$ cat config.mk
export PLATFORM = sky130hd
export DESIGN_NAME = hazard_ctrl
export DESIGN_NICKNAME = d
export VERILOG_FILES = /design/src/rtl/hazard_ctrl.sv
export SDC_FILE = /design/constraint.sdc
export NUM_CORES = 1
export LEC_CHECK = 0
export BUFFER_PORTS_ARGS = -buffer_cell sky130_fd_sc_hd__buf_4
export CORE_ASPECT_RATIO = 0.75
export CORE_MARGIN = 2
export CORE_UTILIZATION = 40
export CTS_CLUSTER_SIZE = 30
export DETAILED_ROUTE_END_ITERATION = 10
export PLACE_DENSITY = 0.76
export SLEW_MARGIN = 20
export SYNTH_ARGS = -nofsm -noshare
export SYNTH_HDL_FRONTEND = slang
export SYNTH_SLANG_ARGS = --single-unit
$ cat constraint.sdc
create_clock -name clk -period 8.33 [get_ports clk]
set_clock_uncertainty 0.05 [all_clocks]
set_input_delay 1.666 -clock clk [delete_from_list [all_inputs] [get_ports clk]]
set_output_delay 1.666 -clock clk [all_outputs]
set_load 0.005 [all_outputs]
$ cat src/rtl/hazard_ctrl.sv
// Hazard/forwarding controller for the 5-stage MIPS pipeline: decode-stage
// forward selects, load-use and mult/div stalls, and a saturating stall counter.
module hazard_ctrl #(
  parameter int MULT_CYCLES = 4,
  parameter int DIV_CYCLES  = 32
) (
  input  logic        clk,
  input  logic        reset,
  input  logic [4:0]  RsD,
  input  logic [4:0]  RtD,
  input  logic        UseRsD,
  input  logic        UseRtD,
  input  logic        MdUseD,
  input  logic [4:0]  WriteRegE,
  input  logic [4:0]  WriteRegM,
  input  logic [4:0]  WriteRegW,
  input  logic        RegWriteE,
  input  logic        RegWriteM,
  input  logic        RegWriteW,
  input  logic        MemtoRegE,
  input  logic        MemtoRegM,
  input  logic        MdStartE,
  input  logic        DivE,
  output logic        ForwardADN1,
  output logic        ForwardBDN1,
  output logic        ForwardAD,
  output logic        ForwardBD,
  output logic        ForwardADN2,
  output logic        ForwardBDN2,
  output logic        StallF,
  output logic        StallD,
  output logic        FlushE,
  output logic        MdBusy,
  output logic [31:0] StallCount
);

  logic       match_a_e, match_a_m, match_a_w;
  logic       match_b_e, match_b_m, match_b_w;
  logic       ld_stall, md_stall, stall;
  logic [7:0] cnt;
  logic [31:0] stall_cnt;

  // Register 0 is hardwired to zero, so a write to it never produces a match.
  always_comb begin
    match_a_e = RegWriteE & (WriteRegE != 5'd0) & (WriteRegE == RsD) & UseRsD;
    match_a_m = RegWriteM & (WriteRegM != 5'd0) & (WriteRegM == RsD) & UseRsD;
    match_a_w = RegWriteW & (WriteRegW != 5'd0) & (WriteRegW == RsD) & UseRsD;
    match_b_e = RegWriteE & (WriteRegE != 5'd0) & (WriteRegE == RtD) & UseRtD;
    match_b_m = RegWriteM & (WriteRegM != 5'd0) & (WriteRegM == RtD) & UseRtD;
    match_b_w = RegWriteW & (WriteRegW != 5'd0) & (WriteRegW == RtD) & UseRtD;
  end

  always_comb begin
    ForwardADN1 = match_a_e & ~MemtoRegE;
    ForwardAD   = ~match_a_e & match_a_m & ~MemtoRegM;
    ForwardADN2 = ~match_a_e & ~match_a_m & match_a_w;
    ForwardBDN1 = match_b_e & ~MemtoRegE;
    ForwardBD   = ~match_b_e & match_b_m & ~MemtoRegM;
    ForwardBDN2 = ~match_b_e & ~match_b_m & match_b_w;
  end

  always_comb begin
    ld_stall = ((match_a_e | match_b_e) & MemtoRegE) |
               ((match_a_m | match_b_m) & MemtoRegM);
    md_stall = MdUseD & (MdBusy | MdStartE);
    stall    = ld_stall | md_stall;
    StallF   = stall;
    StallD   = stall;
    FlushE   = stall;
  end

  // A start arriving while the unit is already busy is dropped, not queued.
  always_ff @(posedge clk) begin
    if (reset) begin
      cnt <= '0;
    end else if (MdStartE && (cnt == 8'd0)) begin
      cnt <= DivE ? 8'(DIV_CYCLES) : 8'(MULT_CYCLES);
    end else if (cnt != 8'd0) begin
      cnt <= cnt - 8'd1;
    end
  end

  assign MdBusy = (cnt != 8'd0);

  always_ff @(posedge clk) begin
    if (reset) begin
      stall_cnt <= '0;
    end else if (stall && (stall_cnt != '1)) begin
      stall_cnt <= stall_cnt + 32'd1;
    end
  end

  assign StallCount = stall_cnt;

endmodule

== Word-level counts from Yosys, hierarchy flattened ==
Index checks and enable logic that the tools add are counted.

* Add/sub/neg operators: 2
* Reductions and logical operators: 8
* Equality and inequality tests: 7
* Bitwise gates (word level): 39
* Muxes and demuxes: 3

{| class="wikitable"
|+ Operators with widths
! kind !! count
|-
| adder 32 x 1 -> 32 bit (second input constant) || 1
|-
| inequality test 32 bit (second input constant) || 1
|-
| == test 5 bit || 6
|-
| bitwise AND 1 bit || 28
|-
| 2-to-1 mux 8 bit || 2
|-
| nonzero test 5 bit || 3
|-
| logical NOT 8 bit || 1
|-
| nonzero test 8 bit || 1
|-
| subtractor 8 x 1 -> 8 bit (second input constant) || 1
|-
| 2-to-1 mux 6 bit || 1
|-
| inverter 1 bit || 6
|-
| bitwise OR 1 bit || 5
|-
| logical AND 1 bit || 2
|-
| nonzero test 2 bit || 1
|}

* Word-level logic and storage cells: 61
* Input port bits: 37
* Bits in registers: 40

== Depth between registers and ports, before layout ==
Gate-level depths: netlist (run 1).

* Depth after elaboration: 9
* Mapped depth: 12
* Depth with buffers taken out: 9

== Worst setup path before layout (run 1) ==
No wires, ideal clock.

* Path type: input port to output port
* Start: input WriteRegE[1]
* End: output StallD
* Buffers on the path: 4
* Stages on the path: 10
* Arrival time: 3,390 ps
* Setup slack: 3,224 ps
* Required time: 6,614 ps
* Cells stage by stage: or4_1 > o21ai_2 > nor3_1 > o21ai_1 > and3_1 > buf_6 > buf_6 > buf_4 > inv_1 > buf_4

* Longest elaborated chain between the ends: 8
* Elaborated cells between the ends (all ways): 12
* Those cells by class: eq/ne: 2; bitwise: 9; reduce/logical: 1

{| class="wikitable"
|+ Ends and longest elaborated chain
! element !! line !! source
|-
| start, declared || 14 || <nowiki>input logic [4:0] WriteRegE,</nowiki>
|-
| nonzero test 5 bit || 45, 48 ||
|-
| bitwise AND 1 bit || 45, 48 ||
|-
| bitwise AND 1 bit (on tied branches) (2 in series) || 45, 48 ||
|-
| bitwise OR 1 bit (*) || 63 || <nowiki>ld_stall = ((match_a_e | match_b_e) & MemtoRegE) |</nowiki>
|-
| bitwise AND 1 bit (*) || 63 ||
|-
| bitwise OR 1 bit (*) || 63 ||
|-
| bitwise OR 1 bit (*) || 66 || <nowiki>stall = ld_stall | md_stall;</nowiki>
|-
| end, declared || 31 || <nowiki>output logic StallD,</nowiki>
|}

Mark *: on every way between the ends. The rest lies on a longest branch, timed or not.

== Final worst setup path (run 1) ==
* Start: input WriteRegE[1]
* End: output StallF

* Longest elaborated chain between the ends: 8
* Elaborated cells between the ends (all ways): 12
* Those cells by class: eq/ne: 2; bitwise: 9; reduce/logical: 1

{| class="wikitable"
|+ Ends and longest elaborated chain
! element !! line !! source
|-
| nonzero test 5 bit || 45, 48 ||
|-
| bitwise AND 1 bit || 45, 48 ||
|-
| bitwise AND 1 bit (on tied branches) (2 in series) || 45, 48 ||
|-
| bitwise OR 1 bit (*) || 63 ||
|-
| bitwise AND 1 bit (*) || 63 ||
|-
| bitwise OR 1 bit (*) || 63 ||
|-
| bitwise OR 1 bit (*) || 66 ||
|-
| end, declared || 30 || <nowiki>output logic StallF,</nowiki>
|}

Marks and branches as above.

==> flow_summary.ini, run 1 <==
[outcome]
status = finished clean

[global_route]
track_usage_pct = 19.9
grt_max_degree = 47
antenna_found_initial = 0
grt_pass1_vias = 2357
grt-ovfl-total = 0
grt_pass1_wl_mm = 11.0

[clocking]
cts.sinks = 40
numCtsBuffers = 5
htreeDepth = 2
cts_tree = yes
post_cts_buffers = 0
path_clk_slew_ps = 80
cts_hold_buf = 0
clock_latency_ps = 290
cts.repair.resized = 0
clock_path_buffers = 2
root_buffer = clkbuf_8

[worst_setup_path]
crit_top_cell = buf_4
endpoint_kind = output port
cp_max_fo = 42
critPathArrivalTime_ps = 3750
critPathLaunchType = input pin
crit_chain = buf_4, or4_1, o21ai_2, nor3_1, o21ai_1, and3_1, buf_4, inv_1, buf_4
cp_slowest_cell = or4_1
slowest_delay_ps = 540
worstPathRequired_ps = 6610
crit_type = input pin to output port

[timing]
max_freq_mhz = 183
setup-tns-final_ps = 0
layout_setup_ws_ps = 2870
rsz0062_at_grt = false
fin_crit_sh_pct = 65.6
tightest_slew_ps = 787
hold_violations = 0
period_minus_slack_ps = 5460
setup_viol = 0
maxSlewViolCount = 0
timing.hold.ws_ps = 448
maxSlewHeadroom_pct = 47.3

[die]
chipWidth_um = 96.0
core_area_um2 = 6220
die_area_um2 = 7000
rows = 25
io_pins = 79
die_h_um = 73.0
start_util_pct = 40.8

[final_layout]
drive_gt1_share_pct = 26.6
diodes = 0
nets = 420
n_fill_cell = 598
syn_to_final_growth_pct = 27.1

[yosys]
synth_ff_type = dfxtp_1
syn_inst = 309
synth_area_per_cell_um2 = 8.21
synth.most_common_cell = dfxtp_1
yosys_warnings = 0
syn_area_um2 = 2540
ys_seq_area_share_pct = 31.6
synth_common_cells = dfxtp_1 (40), a21oi_1 (28), nor2_1 (20)
syn-num-nets = 349
synth_edf_count = 0
synth-seq-cells = 40
synth_area_leaders = dfxtp_1 (32%), xnor2_1 (6.2%), a21oi_1 (5.5%)
synth_top_area_share_pct = 31.6
async_flop_share_pct = 0
yosysTopAreaCell = dfxtp_1
ys_types = 40

[detailed_routing]
vias_per_cell = 5.63
wl_per_cell_um = 14.8
vias = 2594
wirelength_mm = 6.82
ant_nets = 0
initialDrtViolationCount = 158
drt_first_pass_iters = 4
drc_errors = 0

[power_and_ir_drop]
clockPowerShare_pct = 22.9
power.internal_w = 0.000350
p_switching_w = 0.000191
p_comb_share_pct = 35.3
switching_share_pct = 35.3
power_density_nw_per_um2 = 168
seqPwrFrac_pct = 41.7
leakagePower_nw = 1.23
vdd_ir_drop_max_v = 0.000139

[placement]
dp_hpwl_mm = 5.10
dp_slack_ps = 2880
place.gp.congestion = 1.04
portBuffers = 78

[min_path]
min_path_type = register to register

[flow_run]
drv_cap = 0
[power groups by stage]
| stage | registers, W | logic, W | clock network [W] |
|---|---|---|---|
| 2_1_floorplan | 0.000227 | 0.000141 | 0 |
| 3_3_place_gp | 0.000229 | 0.000184 | 0 |
| 3_5_place_dp | 0.000230 | 0.000190 | 0 |
| 4_1_cts | 0.000226 | 0.000192 | 0.000126 |
| 5_1_grt | 0.000229 | 0.000215 | 0.000135 |
| 6_report | 0.000226 | 0.000191 | 0.000124 |
[kinds of logic after synthesis]
kind of cell	share of synthesized area, %
simple gates	30.0
compound gates	16.9
flops	31.6
xor+xnor	11.7
buf+inv	5.23
mux	3.06
fa+ha+maj	1.48
[sequential cells by signal, indices dropped and copies added, names as in the netlist]
name,cells
cnt,8
StallCount,32
[placed cells by master, fill, tap and decap left out, types with 5 or more instances in the layout]
master and count:
inv_1 10, a21oi_1 28, nor2b_1 6, or4_1 18
xnor2_1 18, mux2_2 6, nor3_1 7, buf_4 80
and3_1 9, o31ai_1 16, and4_1 5, xor2_1 16
nand3_1 15, or3_1 6, nand2_1 14, nor2_1 19
nor4_1 13, dfxtp_1 40, clkbuf_8 5, nand4_1 10
[per-layer routing]
metal / global-route usage [%] / share of wire (%) / routed length (µm) / vias up
met4: 4.76 / 1.4 / 98 / 0
met5: 0 / 0 / 0 / -
met3: 3.93 / 5.1 / 345 / 10
met2: 33.0 / 48 / 3260 / 61
li1: - / - / - / 1294
met1: 26.7 / 46 / 3110 / 1229
[final cells by class]
| class | count | area (µm²) | area share, % |
|---|---|---|---|
| Inverter | 10 | 37.5 | 1.16 |
| Multi-Input combinational cell | 243 | 1610 | 49.8 |
| Clock buffer | 6 | 72.6 | 2.25 |
| Clock inverter | 1 | 5.00 | 0.155 |
| Sequential cell | 40 | 801 | 24.8 |
| Tap cell | 81 | 101 | 3.14 |
| Timing Repair Buffer | 80 | 601 | 18.6 |
[final timing paths]
path                                                    end                         from  slack [ps]  depth (start not counted)
worst min register to register  StallCount[15]$_SDFFE_PP0P_  StallCount[15]$_SDFFE_PP0P_         450                          2
worst min-delay path            StallCount[15]$_SDFFE_PP0P_  StallCount[15]$_SDFFE_PP0P_         450                          2
worst max register to register   StallCount[5]$_SDFFE_PP0P_          cnt[2]$_SDFFE_PP0P_        5640                          8
worst max-delay path                                 StallF                 WriteRegE[1]        2870                          9
[stage by stage]
stage / instance area [µm²] / cells / util [%] / total power (W)
5_1_grt: 3220 / 461 / 51.8 / 0.000579
4_1_cts: 3220 / 461 / 51.8 / 0.000544
2_1_floorplan: 2540 / 309 / - / 0.000368
3_5_place_dp: 3150 / 454 / 50.6 / 0.000421
6_report: 3220 / 461 / 51.8 / 0.000541
3_3_place_gp: 3150 / 454 / 50.6 / 0.000413
[critical path: cells and delay by family]
kind / cells / cell delay, ps
AND/OR/NAND/NOR: 3 / 840
buffers and inverters: 4 / 790
AO/OA/AOI/OAI: 2 / 450
(Power assumes the default switching activity.)
==> run 2, diff against run 1 <==
--- a/config.mk
+++ b/config.mk
@@ -11,7 +11,7 @@
 export CORE_UTILIZATION = 40
 export CTS_CLUSTER_SIZE = 30
 export DETAILED_ROUTE_END_ITERATION = 10
-export PLACE_DENSITY = 0.76
+export PLACE_DENSITY = 0.78
 export SLEW_MARGIN = 20
 export SYNTH_ARGS = -nofsm -noshare
 export SYNTH_HDL_FRONTEND = slang
==> constraint.sdc (replaced) <==
create_clock -name clk -period 4.5 [get_ports clk]
set_clock_uncertainty 0.05 [all_clocks]
set_input_delay 0.9 -clock clk [delete_from_list [all_inputs] [get_ports clk]]
set_output_delay 0.9 -clock clk [all_outputs]
set_load 0.005 [all_outputs]
==> flow_summary.ini, run 2 (synthesis results as in run 1) <==
[die]
rows = 25
die_area_um2 = 7000
io_pins = 79
die_h_um = 73.0
core_area_um2 = 6220
start_util_pct = 40.8
chipWidth_um = 96.0

[power_and_ir_drop]
vdd_ir_drop_max_v = 0.000280
leakagePower_nw = 1.25
power_density_nw_per_um2 = 336

[timing]
maxSlewHeadroom_pct = 45.0
tightest_slew_ps = 821
fin_crit_sh_pct = 78.1
timing.hold.ws_ps = 455
setup_viol = 0
period_minus_slack_ps = 3510
setup-tns-final_ps = 0
hold_violations = 0
rsz0062_at_grt = false
max_freq_mhz = 285
maxSlewViolCount = 0

[final_layout]
final_cell_mix = buf_4 (80), dfxtp_1 (40), a21oi_1 (28), nor2_1 (19)
utilization_pct = 52.6
n_fill_cell = 589
diodes = 0
nets = 420
final_common_cell = buf_4
drive_gt1_share_pct = 27.0
syn_to_final_growth_pct = 29.0
largest_register_ffs = 32

[clocking]
cts.sinks = 40
htreeDepth = 2
clock_path_buffers = 2
cts_hold_buf = 0
root_buffer = clkbuf_8
cts_tree = yes
numCtsBuffers = 5
cts.repair.resized = 0
clock_latency_ps = 300
path_clk_slew_ps = 80
post_cts_buffers = 0

[worst_setup_path]
cp_slowest_cell = or4_1
r2r_cells = 8
rrSetupSlack_ps = 1880
endpoint_kind = output port
critPathTopFamily = simple AND/OR/NAND/NOR gates
crit_chain = buf_4, or4_1, o21ai_2, nor3_1, o21ai_1, and3_1, inv_1, buf_4
critPathArrivalTime_ps = 2560
cp.depth = 8
r2r-start = cnt[2]$_SDFFE_PP0P_
slowest_delay_ps = 530
r2r-end = StallCount[12]$_SDFFE_PP0P_
worstPathRequired_ps = 3550
crit_type = input pin to output port
crit_top_cell = buf_4
cp_max_fo = 4
cp.buffers_inverters = 3
critPathLaunchType = input pin

[detailed_routing]
drt_first_pass_iters = 4
drc_errors = 0
wirelength_mm = 6.97
ant_nets = 0
vias_per_cell = 5.67
vias = 2619
initialDrtViolationCount = 129
wl_per_cell_um = 15.1

[global_route]
grt-ovfl-total = 0
track_usage_pct = 20.2
antenna_found_initial = 0
grt_pass1_vias = 2303
grt_pass1_wl_mm = 10.9
grt_max_degree = 47

[min_path]
whs_path_depth = 2
worstHoldStart = StallCount[15]$_SDFFE_PP0P_
min_path_type = register to register
min_to = StallCount[15]$_SDFFE_PP0P_

[placement]
portBuffers = 78
place.gp.congestion = 0.985
dp_hpwl_mm = 5.17

[flow_run]
drv_cap = 0

[outcome]
status = finished clean
## run 2: cell types whose count changed in the layout (fill, tap and decap cells not counted)
cell and delta:
clkbuf_8 +2, bufinv_16 +1, clkbuf_1 -1, clkinv_2 -1
## run 2: area by class of cell
| class | count | area [µm²] | share of cell area (%) |
|---|---|---|---|
| tap | 81 | 101 | 3.10 |
| multi-input combinational | 243 | 1610 | 49.1 |
| clock buffer | 7 | 96.3 | 2.94 |
| inverter | 10 | 37.5 | 1.15 |
| sequential | 40 | 801 | 24.5 |
| timing repair buffer | 80 | 601 | 18.3 |
| clock inverter | 1 | 30.0 | 0.917 |
## run 2: layer usage
| layer | global-route usage, % | share of wire, % | routed length [µm] | vias to the layer above |
|---|---|---|---|---|
| li1 | - | - | - | 1298 |
| met1 | 28.0 | 46 | 3210 | 1244 |
| met2 | 30.1 | 45 | 3160 | 64 |
| met3 | 4.86 | 6.4 | 445 | 13 |
| met4 | 8.41 | 2.3 | 157 | 0 |
| met5 | 0 | 0 | 0 | - |
## run 2: report_power, final
group,internal (W),total (W),switching [W]
logic,0.000155,0.000354,0.000200
clock network,0.000196,0.000327,0.000132
registers,0.000388,0.000418,0.0000294
total,0.000739,0.00110,0.000361
## run 2: stage by stage
stage / power [W] / setup WS, ps / std cells / cell area [µm²]
floorplan: 0.000681 / 926 / 309 / 2540
global placement: 0.000765 / 1040 / 454 / 3150
detailed placement: 0.000778 / 1020 / 454 / 3150
CTS: 0.00111 / 1010 / 462 / 3270
global route: 0.00118 / 909 / 462 / 3270
finish: 0.00110 / 986 / 462 / 3270
## run 2: how the worst max path moves through the flow
stage / start / endpoint / slack, ps
final: WriteRegE[1] / FlushE / 990
after floorplan: WriteRegE[1] / StallD / 930
after CTS: WriteRegE[1] / FlushE / 1010
after detailed placement: WriteRegE[1] / FlushE / 1020
after global routing: WriteRegE[1] / FlushE / 910
after global placement: WriteRegE[1] / FlushE / 1040
## run 2: tightest hold or removal path: stages (launching register included)
cell and delay, ps:
dfxtp_1 340, o31ai_1 70, a21oi_1 60
